### config.mk
export PLATFORM = sky130hd
export DESIGN_NAME = hazard_scoreboard
export DESIGN_NICKNAME = d
export VERILOG_FILES = /design/src/rtl/hazard_scoreboard.sv
export SDC_FILE = /design/constraint.sdc
export NUM_CORES = 1
export LEC_CHECK = 0
export BUFFER_PORTS_ARGS = -buffer_cell sky130_fd_sc_hd__buf_2
export CAP_MARGIN = 20
export CELL_PAD_IN_SITES_DETAIL_PLACEMENT = 0
export CELL_PAD_IN_SITES_GLOBAL_PLACEMENT = 1
export CORE_AREA = 3 3 146 148
export CTS_CLUSTER_SIZE = 8
export DETAILED_ROUTE_END_ITERATION = 8
export DIE_AREA = 0 0 149 151
export MAX_ROUTING_LAYER = met4
export PLACE_DENSITY = 0.94
export SKIP_CTS_REPAIR_TIMING = 1
export SLEW_MARGIN = 20
export SYNTH_ARGS = -nofsm -noshare
export SYNTH_HDL_FRONTEND = slang
export SYNTH_HIERARCHICAL = 1
export SYNTH_SLANG_ARGS = --single-unit
### constraint.sdc
create_clock -name clk -period 6.07 [get_ports clk]
set_input_delay 0.9105 -clock clk [delete_from_list [all_inputs] [get_ports clk]]
set_output_delay 0.9105 -clock clk [all_outputs]
set_load 0.01 [all_outputs]
### src/rtl/hazard_scoreboard.sv
// hazard_scoreboard: forwarding selects, load-use stall detection and a
// per-register scoreboard of in-flight long-latency (mult/div) writes.
//
// Ports
//   clk, rst_n                      clock, async active-low reset
//   id_valid/id_rs/id_rt/*_used     ID stage sources
//   ex_rs/ex_rt/ex_dest             ID/EX registers
//   ex_reg_write/ex_mem_read        ID/EX control
//   mem_dest/mem_reg_write          EX/MEM writer
//   wb_dest/wb_reg_write            MEM/WB writer
//   long_issue/long_dest            long op in ID and its destination
//   flush                           squash the ID instruction
//   fwd_a/fwd_b                     EX operand select (00 rf, 01 EX/MEM, 10 MEM/WB)
//   id_fwd_a/id_fwd_b               ID operand takes MEM/WB value
//   stall                           freeze PC/IF-ID, bubble ID/EX
//   busy_vec                        scoreboard busy bit per register
//
// Optional macro HAZARD_PERF_CNT_EN adds stall_cycles / load_use_cycles.

// One scoreboard entry: busy flag plus countdown to forwardable result.
module hazard_sb_entry #(
  parameter int CNT_W    = 4,
  parameter int LONG_LAT = 4
) (
  input  logic clk,
  input  logic rst_n,
  input  logic set,
  output logic busy
);
  logic             busy_q, busy_d;
  logic [CNT_W-1:0] cnt_q, cnt_d;

  always_comb begin
    busy_d = busy_q;
    cnt_d  = cnt_q;
    if (set) begin
      busy_d = 1'b1;
      cnt_d  = CNT_W'(LONG_LAT);
    end else if (busy_q) begin
      if (cnt_q > CNT_W'(1)) begin
        cnt_d = cnt_q - CNT_W'(1);
      end else begin
        cnt_d  = '0;
        busy_d = 1'b0;
      end
    end
  end

  always_ff @(posedge clk or negedge rst_n) begin
    if (!rst_n) begin
      busy_q <= 1'b0;
      cnt_q  <= '0;
    end else begin
      busy_q <= busy_d;
      cnt_q  <= cnt_d;
    end
  end

  assign busy = busy_q;
endmodule

module hazard_scoreboard #(
  parameter int REG_AW   = 5,
  parameter int NUM_REGS = 32,
  parameter int LONG_LAT = 4,
  parameter int CNT_W    = 4
) (
  input  logic                clk,
  input  logic                rst_n,
  input  logic                id_valid,
  input  logic [REG_AW-1:0]   id_rs,
  input  logic [REG_AW-1:0]   id_rt,
  input  logic                id_rs_used,
  input  logic                id_rt_used,
  input  logic [REG_AW-1:0]   ex_rs,
  input  logic [REG_AW-1:0]   ex_rt,
  input  logic [REG_AW-1:0]   ex_dest,
  input  logic                ex_reg_write,
  input  logic                ex_mem_read,
  input  logic [REG_AW-1:0]   mem_dest,
  input  logic                mem_reg_write,
  input  logic [REG_AW-1:0]   wb_dest,
  input  logic                wb_reg_write,
  input  logic                long_issue,
  input  logic [REG_AW-1:0]   long_dest,
  input  logic                flush,
  output logic [1:0]          fwd_a,
  output logic [1:0]          fwd_b,
  output logic                id_fwd_a,
  output logic                id_fwd_b,
  output logic                stall,
  output logic [NUM_REGS-1:0] busy_vec
`ifdef HAZARD_PERF_CNT_EN
  ,
  output logic [31:0]         stall_cycles,
  output logic [31:0]         load_use_cycles
`endif
);
  logic [NUM_REGS-1:0] busy;
  logic                mem_hit_a, mem_hit_b, wb_hit_a, wb_hit_b;
  logic                load_use, sb_haz, issue, lu_stall;

  // ex_reg_write describes the ID/EX instruction itself; forwarding only
  // looks at later stages, so it has no consumer here.
  logic                unused_ok;
  assign unused_ok = ex_reg_write;

  // EX-stage forwarding: EX/MEM beats MEM/WB, r0 never matches.
  assign mem_hit_a = mem_reg_write && (mem_dest != '0) && (mem_dest == ex_rs);
  assign mem_hit_b = mem_reg_write && (mem_dest != '0) && (mem_dest == ex_rt);
  assign wb_hit_a  = wb_reg_write  && (wb_dest  != '0) && (wb_dest  == ex_rs);
  assign wb_hit_b  = wb_reg_write  && (wb_dest  != '0) && (wb_dest  == ex_rt);

  assign fwd_a = mem_hit_a ? 2'b01 : (wb_hit_a ? 2'b10 : 2'b00);
  assign fwd_b = mem_hit_b ? 2'b01 : (wb_hit_b ? 2'b10 : 2'b00);

  assign id_fwd_a = wb_reg_write && (wb_dest != '0) && (wb_dest == id_rs);
  assign id_fwd_b = wb_reg_write && (wb_dest != '0) && (wb_dest == id_rt);

  assign load_use = ex_mem_read && (ex_dest != '0) &&
                    ((id_rs_used && (ex_dest == id_rs)) ||
                     (id_rt_used && (ex_dest == id_rt)));

  // Last term is WAW: a new long op may not retarget a still-busy register.
  assign sb_haz = (id_rs_used && busy[id_rs]) ||
                  (id_rt_used && busy[id_rt]) ||
                  (long_issue && (long_dest != '0) && busy[long_dest]);

  // rst_n gating keeps stall low while reset is held, independent of inputs.
  assign stall    = rst_n && id_valid && !flush && (load_use || sb_haz);
  assign lu_stall = rst_n && id_valid && !flush && load_use;
  assign issue    = id_valid && long_issue && !stall && !flush && (long_dest != '0);

  assign busy[0] = 1'b0;
  for (genvar r = 1; r < NUM_REGS; r++) begin : g_ent
    localparam logic [REG_AW-1:0] IDX = REG_AW'(r);
    hazard_sb_entry #(.CNT_W(CNT_W), .LONG_LAT(LONG_LAT)) u_ent (
      .clk  (clk),
      .rst_n(rst_n),
      .set  (issue && (long_dest == IDX)),
      .busy (busy[r])
    );
  end

  assign busy_vec = busy;

`ifdef HAZARD_PERF_CNT_EN
  logic [31:0] stall_cycles_q, stall_cycles_d;
  logic [31:0] load_use_cycles_q, load_use_cycles_d;

  always_comb begin
    stall_cycles_d    = stall_cycles_q + {31'd0, stall};
    load_use_cycles_d = load_use_cycles_q + {31'd0, lu_stall};
  end

  always_ff @(posedge clk or negedge rst_n) begin
    if (!rst_n) begin
      stall_cycles_q    <= '0;
      load_use_cycles_q <= '0;
    end else begin
      stall_cycles_q    <= stall_cycles_d;
      load_use_cycles_q <= load_use_cycles_d;
    end
  end

  assign stall_cycles    = stall_cycles_q;
  assign load_use_cycles = load_use_cycles_q;
`else
  logic unused_lu;
  assign unused_lu = lu_stall;
`endif
endmodule

# Word level (Yosys, flattened, before mapping)
# Cells that the tools add are included.
[totals] register_bits=155 inputBits=51 out_inout_bits=39 elab_cells=457
[op_classes] addsub=31 n_lt_le_gt_ge=34 eq_ne=39 n_mux=196 reduce_logical=95
[op_table] cell="$mux 4" n=93
[op_table] cell="$gt 4x1->1 const B" n=31
[op_table] cell="$sub 4x1->4 const B" n=31
[op_table] cell="$mux 1" n=96
[op_table] cell="$eq 5x5->1 const B" n=16
[op_table] cell="$reduce_bool 2->1" n=31
[op_table] cell="$logic_and 1x1->1" n=54
[op_table] cell="$eq 5x4->1 const B" n=8
[op_table] cell="$eq 5x5->1" n=8
[op_table] cell="$eq 5x3->1 const B" n=4
[op_table] cell="$reduce_bool 5->1" n=4
[op_table] cell="$lt 5x6->1 const B" n=3
[op_table] cell="$bmux 1 s5" n=3
[op_table] cell="$eq 5x2->1 const B" n=2
[op_table] cell="$mux 2" n=4
[op_table] cell="$eq 5x1->1 const B" n=1
[op_table] cell="$logic_or 1x1->1" n=4
[op_table] cell="$logic_not 1->1" n=2

# Longest topological paths before layout
[logic_depth] depth_word=13 mapped_depth=11 ltp_nobuf=8

# Cells and area by module
# Netlist, hierarchy kept.
[by_module_without_submodules] mod="hazard_sb_entry" n_inst=31 cells_each=25 area_each_um2=272.8 seq_area_each_um2=125.1
[by_module_without_submodules] mod="hazard_scoreboard" n_inst=1 cells_each=248 area_each_um2=1914.3 seq_area_each_um2=0.0

# Worst setup path before layout
# No wires, ideal clock.
[synth_path] kind="in2out" from="input long_dest[0]" to="output stall" arrival_ns=2.515 t_required_ns=5.159 slack_ns=2.645 stages=7 path_buffers=1 cell_sequence="buf_6 > mux4_2 > nor2_1 > or4_1 > a311o_1 > o21ai_2 > or2_2"
[synth_between] elab_chain_cells=6 word_cells_on_any_way=8 cone_classes="mux: 2; reduce/logical: 6"
[synth_rtl] item="start, declared" line="85" source="input logic [REG_AW-1:0] long_dest,"
[synth_rtl] item="$bmux 1 s5 / $reduce_bool 5->1 (equally long branches)" line="127" source="(long_issue && (long_dest != '0) && busy[long_dest]);"
[synth_rtl] item="$mux 1 (implied by the code) / $logic_and 1x1->1 (equally long branches)" line="127"
[synth_rtl] item="$logic_and 1x1->1 (*)" line="127"
[synth_rtl] item="$logic_or 1x1->1 (*)" line="126" source="(id_rt_used && busy[id_rt]) ||"
[synth_rtl] item="$logic_or 1x1->1 (*)" line="130" source="assign stall = rst_n && id_valid && !flush && (load_use || sb_haz);"
[synth_rtl] item="$logic_and 1x1->1 (*)" line="130"
[synth_rtl] item="end, declared" line="91" source="output logic stall,"
# Every way passes the cells marked *; elsewhere a longest branch is shown, timed or not. The select of a mux whose other input is x is not followed.

# Worst setup path in the final report
# Same ends and word-level chain as after synthesis.

==> flow_summary_export.csv <==
group,metric,value,unit
status,outcome,"completed",
drt,wl_met3,1180,µm
drt,dr_wl_met2,11500,µm
clocking,root_buffer,"clkbuf_16",
worst_setup_path,ff2ff_setup_slack,2.85,ns
floorplanning,ios,90,
worst_setup_path,cp.arrival,3.35,ns
place,dp_cells,1351,
synth,syn_area_per_cell,10.1,µm²
sta,finalCritPeriodShare,0.702,
synth,async_flop_share,1.00,
sta,setup_ws,1.81,ns
pwr,switching_share,0.401,
clocking,cts_tree,"built",
finish,syn2layout_area_growth,11.3,%
synth,ys_seq_area_frac,0.374,
pwr,pwr-share-comb,0.369,
synth,synth_seq_cells,155,
place,dpl-instance-area,0.0110,mm²
sta,fmax,235,MHz
grt,grt_overflow,0,
finish,drive_above_1_share,0.215,
synth,netlist_instances,1023,
finish,fin_cells,1387,
synth,netlist-cell-type-count,47,
drt,dr_total_vias,8085,
worst_setup_path,crit_path_end_kind,"output port",
pwr,ir_worst_vdd,0.220,mV
sta,maxSlewViolCount,0,
sta,fin_tns_setup,0,ns
sta,skew,0.0161,ns
worst_setup_path,cpPeakStageDelay,0.67,ns
floorplanning,fp-row-count,52,
synth,synth_nets,1136,
synth,yosys-top-cells-area,"dfrtp_1, ha_1, nor4b_4",
pwr,clockPowerShare,0.203,
worst_setup_path,cp_cell_sequence,"buf_2, nor2b_1, a221oi_1, or4_1, a311o_1, o21ai_2, or2_2, buf_2",
floorplanning,dieArea,0.0225,mm²
drt,vias_per_cell,5.83,
job,maxCapViolations,0,
synth,synth_top_area_frac,0.374,
clocking,clk_latency,0.44,ns
worst_setup_path,crit_type,"input pin to output port",
floorplanning,die_width,149,µm
place,io_buffers,87,
worst_setup_path,timing.critical_path.fanout_max,16,
sta,hold_ws,0.523,ns
place,post-place-ws,1.85,ns
floorplanning,core_area,0.0202,mm²
sta,finalHoldViolations,0,
place,dp_hpwl,16700,µm
synth,syn_area,0.0104,mm²
drt,top_layer_used,"met4",
worst_setup_path,path_common_cell,"buf_2",
place,gp_congestion,0.869,
clocking,clock-sinks,155,
synth,yosys_warnings,6,
drt,wl_met1,9870,µm
grt,grt_usage,0.216,
grt,antenna_found_initial,5,
floorplanning,initial_core_util,0.514,
drt,drtPass1Iterations,4,
drt,wl_per_cell,16.5,µm
synth,ys.flop_type,"dfrtp_1",
drt,drt_iter0_drc,503,
pwr,finalPower,4.84,mW
clocking,clk_pin_slew_worst_paths,0.07,ns
worst_setup_path,required,5.16,ns
grt,grt_pass1_vias,8009,
pwr,intPower,2.90,mW
finish,design_area,0.0115,mm²
clocking,cts_buffers,17,
drt,postRouteWirelength,22900,µm
pwr,switching_power,1.94,mW
clocking,cts_buffer_depth,2,
drt,antenna_left,0,
pwr,p_seq_frac,0.428,
finish,final_nets,1213,
synth,synth_top_cell_by_area,"dfrtp_1",
worst_setup_path,start_kind,"input pin",
worst_setup_path,crit_slowest_cell,"nor2b_1",
sta,min_period,4.26,ns
sta,tightest_slew,0.942,ns
grt,grt_max_degree,87,
pwr,power_density,419,mW/mm²
sta,setup_viol,0,
synth,synth-edff-count,0,
clocking,cts.htree.levels,4,
grt,grt_pass1_wl,38400,µm
floorplanning,die_h,151,µm
sta,rsz0062_at_grt,"false",
pwr,p_leak,5.13,nW
finish,post-route-util,0.572,
sta,relSlewSlack,0.367,
drt,drcViolationCount,0,
worst_hold_path,hold_class,"input pin to asynchronous set/reset pin",
cell usage in the layout (no fill, tap or decap), types with 32 or more instances in the layout:
| master | count |
|---|---|
| ha_1 | 62 |
| nor3b_1 | 32 |
| dfrtp_1 | 155 |
| nor2_1 | 134 |
| nand2_1 | 52 |
| mux2i_1 | 45 |
| buf_2 | 86 |
| nor3_1 | 126 |
| inv_1 | 64 |
logic make-up after synthesis:
family                     Yosys count  share of synthesized area
DFF                                155                      0.374
muxes                               65                     0.0861
xor gates and xnor gates            40                     0.0338
AOI/OAI and AO/OA                  169                      0.130
and+or+nand+nor                    433                      0.259
other                                1                   0.000362
adders and majority gates           62                     0.0748
buffers and inverters               98                     0.0417
cells in the mapped netlist (5+ instances only):
cell      instances
nor2_1          134
o21ai_1          31
a211o_1          31
nand3_1          17
nor3b_1          32
nand4_1          10
nor2b_1           5
nor4b_4          31
ha_1             62
buf_2            10
buf_6             5
xor2_1           18
a31o_2           31
a31o_1           31
xnor2_1          22
or4_1             6
mux2i_1          45
dfrtp_1         155
nor4_1            6
a21o_2           31
mux4_2           18
nor3_1          126
clkbuf_1         12
nand2_1          52
inv_1            64
flip-flops by register name, summed over array words and instances, names as in the netlist:
register	flops
g_ent.u_ent/busy	31
g_ent.u_ent/cnt_q	124
final timing paths:
path / from / endpoint / cells after the start
max: long_dest[0] / stall / 8
min: rst_n / g_ent[6].u_ent/cnt_q[3]$_DFFE_PN0P_ / 1
max reg2reg: g_ent[11].u_ent/busy$_DFF_PN0_ / g_ent[12].u_ent/cnt_q[0]$_DFFE_PN0P_ / 9
min reg2reg: g_ent[22].u_ent/cnt_q[3]$_DFFE_PN0P_ / g_ent[22].u_ent/cnt_q[3]$_DFFE_PN0P_ / 2
max in group asynchronous: rst_n / g_ent[24].u_ent/cnt_q[2]$_DFFE_PN0P_ / 2
min in group clk: g_ent[22].u_ent/cnt_q[3]$_DFFE_PN0P_ / g_ent[22].u_ent/cnt_q[3]$_DFFE_PN0P_ / 2
area by class of cell:
class	count	area, µm²
Clock inverter	13	110
Sequential cell	155	3880
Clock buffer	18	429
Antenna cell	5	12.5
Timing Repair Buffer	92	479
Inverter	64	240
Tap cell	270	338
Multi-Input combinational cell	770	6060
Fill cell	1772	8620
power groups by stage:
stage	sequential, mW	combinational, mW	clock (mW)
after floorplan	1.97	1.46	0
after global placement	2.06	1.72	0
after CTS	2.07	1.80	1.00
final	2.07	1.78	0.983
after detailed placement	2.09	1.79	0
after global routing	2.15	2.05	1.05
routing by layer:
| metal | global-route usage | up-vias |
|---|---|---|
| met5 | - | - |
| met4 | 0.0751 | 0 |
| met3 | 0.0395 | 27 |
| met2 | 0.362 | 191 |
| met1 | 0.265 | 3963 |
| li1 | - | 3904 |
critical path: cells and delay by family:
| kind | cells | cell delay [ns] |
|---|---|---|
| buffers and inverters | 2 | 0.46 |
| AOI/OAI and AO/OA | 3 | 0.64 |
| and+or+nand+nor | 3 | 1.34 |
Power figures use the tool's default switching activity.
